File: src/rtl/dff_arb_pkg.sv
// Shared types and helpers for the shared-register round-robin arbiter.
package dff_arb_pkg;

    typedef enum logic [1:0] {
        IDLE = 2'd0,
        OWN  = 2'd1,
        GAP  = 2'd2
    } arb_state_t;

    localparam int N_DEF        = 4;
    localparam int WIDTH_DEF    = 8;
    localparam int MAX_HOLD_DEF = 4;
    localparam int N_MAX        = 8;

    function automatic logic [N_MAX-1:0] onehot(input logic [2:0] idx);
        logic [N_MAX-1:0] v;
        v      = '0;
        v[idx] = 1'b1;
        return v;
    endfunction

endpackage

File: src/rtl/dff_share_arbiter_rr_pick.sv
// Combinational round-robin picker: first requester at or after rr_ptr, with wraparound.
module rr_pick
    import dff_arb_pkg::*;
#(
    parameter int N = N_DEF,
    localparam int IW = $clog2(N)
) (
    input  logic [N-1:0]  req,
    input  logic [IW-1:0] rr_ptr,
    output logic          found,
    output logic [IW-1:0] idx
);

    localparam logic [IW:0] N_L = (IW+1)'(N);

    logic [2*N-1:0] doubled;
    logic [N-1:0]   rot;
    logic [IW-1:0]  off;
    logic [IW:0]    sum;

    always_comb begin
        // Rotate so rr_ptr lands at bit 0, then lowest set bit wins.
        doubled = {req, req} >> rr_ptr;
        rot     = doubled[N-1:0];
        found   = |rot;
        off     = '0;
        for (int k = N - 1; k >= 0; k--) begin
            if (rot[k]) off = IW'(k);
        end
        sum = {1'b0, off} + {1'b0, rr_ptr};
        idx = (sum >= N_L) ? IW'(sum - N_L) : IW'(sum);
    end

endmodule

File: src/rtl/dff_share_arbiter.sv
// Round-robin write controller sharing one WIDTH-bit register among N requesters,
// with ownership capped at MAX_HOLD edges and one dead cycle between grants.
module dff_share_arbiter
    import dff_arb_pkg::*;
#(
    parameter int N        = N_DEF,
    parameter int WIDTH    = WIDTH_DEF,
    parameter int MAX_HOLD = MAX_HOLD_DEF,
    localparam int IW = $clog2(N),
    localparam int HW = $clog2(MAX_HOLD + 1)
) (
    input  logic                 CLK,
    input  logic                 n_Reset,
    input  logic [N-1:0]         req,
    input  logic [N*WIDTH-1:0]   wdata,
    output logic [N-1:0]         grant,
    output logic [N-1:0]         ack,
    output logic [WIDTH-1:0]     Q,
    output logic [IW-1:0]        owner,
    output logic                 busy
);

    localparam logic [HW-1:0] HOLD_MAX = HW'(MAX_HOLD);
    localparam logic [IW-1:0] LAST     = IW'(N - 1);

    arb_state_t        state, state_d;
    logic [IW-1:0]     rr_ptr, rr_ptr_d;
    logic [HW-1:0]     hold_cnt, hold_d;
    logic [N-1:0]      grant_d, ack_d;
    logic [WIDTH-1:0]  q_d;
    logic [IW-1:0]     owner_d;
    logic              found;
    logic [IW-1:0]     pick_idx;

    rr_pick #(.N(N)) u_pick (
        .req    (req),
        .rr_ptr (rr_ptr),
        .found  (found),
        .idx    (pick_idx)
    );

    always_ff @(posedge CLK or negedge n_Reset) begin
        if (!n_Reset) begin
            state    <= IDLE;
            rr_ptr   <= '0;
            hold_cnt <= '0;
            grant    <= '0;
            ack      <= '0;
            Q        <= '0;
            owner    <= '0;
        end else begin
            state    <= state_d;
            rr_ptr   <= rr_ptr_d;
            hold_cnt <= hold_d;
            grant    <= grant_d;
            ack      <= ack_d;
            Q        <= q_d;
            owner    <= owner_d;
        end
    end

    always_comb begin
        state_d  = state;
        rr_ptr_d = rr_ptr;
        hold_d   = hold_cnt;
        grant_d  = grant;
        ack_d    = '0;
        q_d      = Q;
        owner_d  = owner;
        unique case (state)
            IDLE: begin
                if (found) begin
                    state_d = OWN;
                    grant_d = N'(onehot(3'(pick_idx)));
                    ack_d   = N'(onehot(3'(pick_idx)));
                    owner_d = pick_idx;
                    q_d     = wdata[pick_idx*WIDTH +: WIDTH];
                    hold_d  = HW'(1);
                end
            end
            OWN: begin
                // The releasing owner drops to lowest priority on the next pick.
                if (!req[owner] || hold_cnt == HOLD_MAX) begin
                    state_d  = GAP;
                    grant_d  = '0;
                    rr_ptr_d = (owner == LAST) ? '0 : owner + 1'b1;
                end else begin
                    q_d    = wdata[owner*WIDTH +: WIDTH];
                    hold_d = hold_cnt + 1'b1;
                end
            end
            GAP:     state_d = IDLE;
            default: state_d = IDLE;
        endcase
    end

    always_comb begin
        busy = (state == OWN);
    end

endmodule
File: config.mk
export PLATFORM = sky130hd
export DESIGN_NAME = dff_share_arbiter
export DESIGN_NICKNAME = d
export VERILOG_FILES = /design/src/rtl/dff_arb_pkg.sv /design/src/rtl/dff_share_arbiter_rr_pick.sv /design/src/rtl/dff_share_arbiter.sv
export SDC_FILE = /design/constraint.sdc
export NUM_CORES = 1
export LEC_CHECK = 0
export ABC_AREA = 1
export CORE_ASPECT_RATIO = 1.2
export CORE_UTILIZATION = 40
export CTS_BUF_LIST = sky130_fd_sc_hd__clkbuf_8
export DETAILED_ROUTE_END_ITERATION = 16
export PLACE_DENSITY_LB_ADDON = 0.15
export SLEW_MARGIN = 15
export SYNTH_ARGS = -nofsm -noshare
export SYNTH_HDL_FRONTEND = slang
export SYNTH_HIERARCHICAL = 1
export SYNTH_SLANG_ARGS = --single-unit
File: constraint.sdc
create_clock -name CLK -period 2.6 [get_ports CLK]
set_input_delay 0.26 -clock CLK [delete_from_list [all_inputs] [get_ports CLK]]
set_output_delay 0.26 -clock CLK [all_outputs]
set_load 0.02 [all_outputs]
-- Word-level counts from Yosys, hierarchy flattened
Index checks and enable logic that the tools add are counted.
- register bits: 25
- input bits: 38
- output and inout port bits: 19
- add/sub/neg operators: 4
- order comparisons: 4
- equality and inequality tests: 6
- shifts and indexed selects: 3
- multiplexer cells: 24
- reductions and logical operators: 11
- operators with widths (cell ; count):
    indexed part select 32 x 6 -> 8 bit ; 2
    two-way mux 2 bit ; 8
    two-way mux 4 bit ; 4
    two-way mux 8 bit ; 2
    one-hot mux 8 bit (2 select lines) ; 1
    one-hot mux 4 bit (2 select lines) ; 1
    right shift 8 x 2 -> 4 bit ; 1
    two-way mux 3 bit ; 2
    one-hot mux 3 bit (2 select lines) ; 1
    AND reduction 2 bit ; 3
    AND reduction 3 bit ; 2
    less-than comparator 2 x 4 -> 1 bit (second input constant) ; 1
    inequality test 2 bit (second input constant) ; 2
    one-hot mux 2 bit (2 select lines) ; 1
    OR reduction 4 bit ; 1
    adder 2 x 2 -> 3 bit ; 1
    adder 3 x 1 -> 3 bit (second input constant) ; 1
    equality test 3 bit (second input constant) ; 1
    >= comparator 3 bit (second input constant) ; 1
    less-than comparator 2 x 3 -> 1 bit (second input constant) ; 1
    adder 2 x 1 -> 2 bit (second input constant) ; 1
    binary-select mux 1 bit (select 2 bit) ; 1
    demux 1 bit (select 2 bit) ; 1
    equality test 2 x 1 -> 1 bit (second input constant) ; 1
    other kinds (10) ; 11

-- Depth between registers and ports, before layout
- depth in word-level cells: 14
- depth in mapped cells: 19

-- Modules after synthesis
The synthesis kept the hierarchy.
- modules (own cells, without submodules) (module ; instances ; cells an instance ; area each (um2) ; sequential area each (um2)):
    dff_share_arbiter ; 1 ; 213 ; 1517.7 ; 625.6
    rr_pick ; 1 ; 35 ; 165.2 ; 0.0

-- Least setup slack after synthesis
No wires, ideal clock.
- path kind: register -> register
- from: register rr_ptr[0]
- to: register Q[0]
- setup time: 117 ps
- data arrival time: 2010 ps
- slack: 473 ps
- stages on the path, launching flop included: 20
- buffers on the path: 0
- period minus slack after synthesis: 2127 ps
- cells stage by stage: dfrtp_1 inv_2 nand2_1 nand3_1 nand2_2 nand3_1 a21boi_1 ha_1 xor2_1 inv_1 nand3_1 nand2_1 inv_1 nand2_1 nand2_2 inv_1 nand3_1 nand2_1 nand2_1 nand2_1
- cells in the longest elaborated chain, start to end: 11
- elaborated cells on any way between the ends: 15
- classes of those cells: add/sub: 2; order compare: 1; eq/ne: 1; shift: 2; mux: 7; reduce/logical: 2
- RTL lines (item ; RTL line ; text):
    start: declaration ; dff_share_arbiter.sv:27 ; logic [IW-1:0] rr_ptr, rr_ptr_d;
    start signal: assignment ; dff_share_arbiter.sv:53 ; rr_ptr <= rr_ptr_d;
    right shift 8 x 2 -> 4 bit ; dff_share_arbiter_rr_pick.sv:23 ; doubled = {req, req} >> rr_ptr;
    two-way mux 2 bit (4 in series) ; dff_share_arbiter_rr_pick.sv:28 ; if (rot[k]) off = IW'(k);
    adder 2 x 2 -> 3 bit (*) ; dff_share_arbiter_rr_pick.sv:30 ; sum = {1'b0, off} + {1'b0, rr_ptr};
    >= comparator 3 bit / subtractor 2 x 1 -> 2 bit (equally long branches) ; dff_share_arbiter_rr_pick.sv:31 ; idx = (sum >= N_L) ? IW'(sum - N_L) : IW'(sum);
    two-way mux 2 bit (*) ; dff_share_arbiter_rr_pick.sv:31 ;
    named net pick_idx[1] ; dff_share_arbiter.sv:33 ; logic [IW-1:0] pick_idx;
    indexed part select 32 x 6 -> 8 bit (*) ; dff_share_arbiter.sv:77 ; q_d = wdata[pick_idx*WIDTH +: WIDTH];
    two-way mux 8 bit (*) ; dff_share_arbiter.sv:72 ; if (found) begin
    one-hot mux 8 bit (2 select lines) (*) ; dff_share_arbiter.sv:70 ; unique case (state)
    end signal: assignment ; dff_share_arbiter.sv:57 ; Q <= q_d;
    end: declaration ; dff_share_arbiter.sv:18 ; output logic [WIDTH-1:0] Q,
The timed path passes the listed nets; every way through them passes the cells marked *. The select of a mux whose other input is x is not followed.
A chain may end at the register's enable or synchronous reset.

-- Worst setup path in the final report
- from: register rr_ptr[0]
- to: register Q[3]
Same word-level chain as after synthesis.

==> impl_metrics.yaml <==
clocking:
  cts_tree: "done"
  cts.clk_slew.worst_paths_ns: 0.09
  holdBufCountCts: 0
  cts.sinks: 25
  numCtsBuffers: 3
  clk_latency_ns: 0.27
  h-tree-depth: 1
  cts_buffer_depth: 2
  cts_root_buf: "clkbuf_8"
global_route:
  grt_pass1_vias: 1508
  track_usage_pct: 18.8
  overflow: 0
  grt_pass1_wl_um: 6350
  antenna_found_initial: 0
  grt_start_max_net_pins: 26
pwr:
  p_leak_nw: 1.32
  irDropWorstVdd_uv: 805
  power.density_nw_per_um2: 1430
place:
  place_inst: 354
  dpl_worst_slack_ns: 0.0701
  dp_hpwl_um: 2840
  place.gp.congestion: 0.841
  port_buffers: 56
logic_synthesis:
  ys_warn_count: 6
  synth_area_leaders: "dfrtp_1, nand2_1, nand3_1"
  seq_area_frac_synth_pct: 37.2
  post_synth_num_cell_types: 22
  netlist_instances: 248
  syn_avg_cell_area_um2: 6.79
  synth_top_area_share_pct: 37.2
  syn-cell-area_um2: 1680
  synth_nets: 290
  yosys.area.top_type: "dfrtp_1"
  synth-seq-cells: 25
sta:
  fin_crit_sh_pct: 95.6
  fin_skew_ns: 0.00270
  setup_viol: 0
  final-max-slew-violation-count: 0
  setup_ws_ns: 0.114
  maxSlewHeadroom_pct: 73.4
  worst_pin_slew_ns: 0.399
  period_minus_slack_ns: 2.49
  hold_violations: 0
  fmax_ghz: 0.402
finish:
  multiInputGateArea_um2: 928
  num-fill-cells: 411
  ff_latch_area_um2: 628
  layoutNonFillerInstCount: 361
  syn_to_final_growth_pct: 47.0
  fin_nets: 350
  drive_gt1_share_pct: 15.6
  antenna_cells: 0
detailed_routing:
  drc: 0
  routed_wl_um: 4050
  ant_nets: 0
  via_per_inst: 4.68
  drt-initial-drc-count: 71
  wl_per_cell_um: 11.2
  dr.pass1.iters: 4
  route.vias.total: 1690
critical_path:
  cp-start-kind: "register"
  endpoint_kind: "register"
  arrival_ns: 2.66
  path_class: "reg -> reg"
  crit_required_ns: 2.77
  critPathMaxFanout: 8
die:
  die_w_um: 61.2
  die-area_um2: 4470
  rows: 25
  num_io_pins: 57
  die_h_um: 73.1
  core_area_um2: 3970
  initial_core_util_pct: 42.4
outcome:
  status: "finished, final reports clean"
flow_run:
  cap_violations: 0
hold_path:
  hold_class: "in -> async"
-- stage by stage --
step	setup TNS, ns	util, %	instance area, µm²	hold WS [ns]	power (W)
6_report	0	62.3	2470	0.342	0.00353
5_1_grt	-0.540	62.3	2470	0.377	0.00386
4_1_cts	0	58.8	2340	0.348	0.00327
3_5_place_dp	0	57.7	2290	0.486	0.00303
3_3_place_gp	0	57.7	2290	0.483	0.00301
2_1_floorplan	0	-	1680	-0.0356	0.00240
-- final cells by class --
type / instances / share of cell area, %
multi-input combinational: 169 / 37.5
tap: 54 / 2.73
inverter: 47 / 7.38
clock inverter: 1 / 0.202
sequential: 25 / 25.4
timing repair buffer: 62 / 25.1
clock buffer: 3 / 1.67
-- flip-flops by register name (all words and copies together) (netlist names) --
signal / count
Q: 8
ack: 4
grant: 4
hold_cnt: 3
owner: 2
rr_ptr: 2
state: 2
-- layer usage --
layer,global-route usage [%],share of wire [%],vias to the layer above
met1,22.4,44,746
met5,0,0,-
met4,8.33,2.6,0
met3,2.30,3.4,9
li1,-,-,884
met2,32.9,50,51
-- path summary, 6_finish.rpt --
path	from	to	slack [ns]	cells past startpoint
setup / recovery	rr_ptr[0]	Q[3]	0.11	18
hold / removal	n_Reset	owner[0]	0.34	2
setup reg to reg	rr_ptr[0]	Q[3]	0.11	18
hold reg to reg	grant[3]	grant[3]	0.50	2
max in group asynchronous	n_Reset	rr_ptr[1]	2.00	2
min in group CLK	grant[3]	grant[3]	0.50	2
-- cells in the mapped netlist, drive strengths merged --
library cell	instances
ha	4
buf	7
or2	1
nand3b	8
a21boi	1
dfrtp	25
nand4	1
a21oi	1
nand3	55
xnor2	1
nand2	88
nor2	4
nor3	2
o21ai	2
xor2	1
inv	47
-- cells in the final DEF, fill, tap and decap left out, types with 3 or more instances in the layout --
cell | Yosys | routed
inv_1 | 43 | 41
clkbuf_8 | 0 | 3
nand2_2 | 3 | 9
nand3_1 | 53 | 42
nand2_4 | 2 | 5
inv_2 | 4 | 4
dfrtp_1 | 25 | 23
nand2_1 | 83 | 74
ha_1 | 4 | 3
nor2_1 | 4 | 4
nand3b_1 | 8 | 8
buf_4 | 3 | 5
nand3_2 | 2 | 13
clkdlybuf4s50_1 | 0 | 55
-- cells by family after synthesis --
kind of cell / share of synthesized area [%]
AO/OA/AOI/OAI: 1.34
XOR/XNOR: 1.04
adder cells (fa/ha/maj): 2.97
buffers and inverters: 13.8
flip-flops: 37.2
AND/OR/NAND/NOR: 43.7
-- critical path, stage by stage (launching register included) --
cell,delay (ns)
dfrtp_2,0.47
inv_4,0.08
nand2_4,0.07
nand3_1,0.09
nand2_1,0.12
a21boi_1,0.19
ha_2,0.21
xor2_2,0.14
inv_1,0.08
nand3_2,0.09
nand2_2,0.07
inv_2,0.08
nand2_2,0.07
nand2_4,0.10
clkinvlp_4,0.21
nand3_1,0.16
nand2_1,0.06
nand2_1,0.05
nand2_1,0.05
-- where the power goes --
part / switching, W / internal (W) / leakage, nW
logic: 0.00158 / 0.00100 / 0.982
clock network: 0.000125 / 0.000107 / 0.0255
registers: 0.000137 / 0.000578 / 0.314
-- timing repair --
item	in CTS	in global routing
setup buffers	0	3
hold endpoints to repair	0	0
setup endpoints to repair	0	8
resized for setup	0	31
Note: power is estimated with default switching activity, not from simulation.
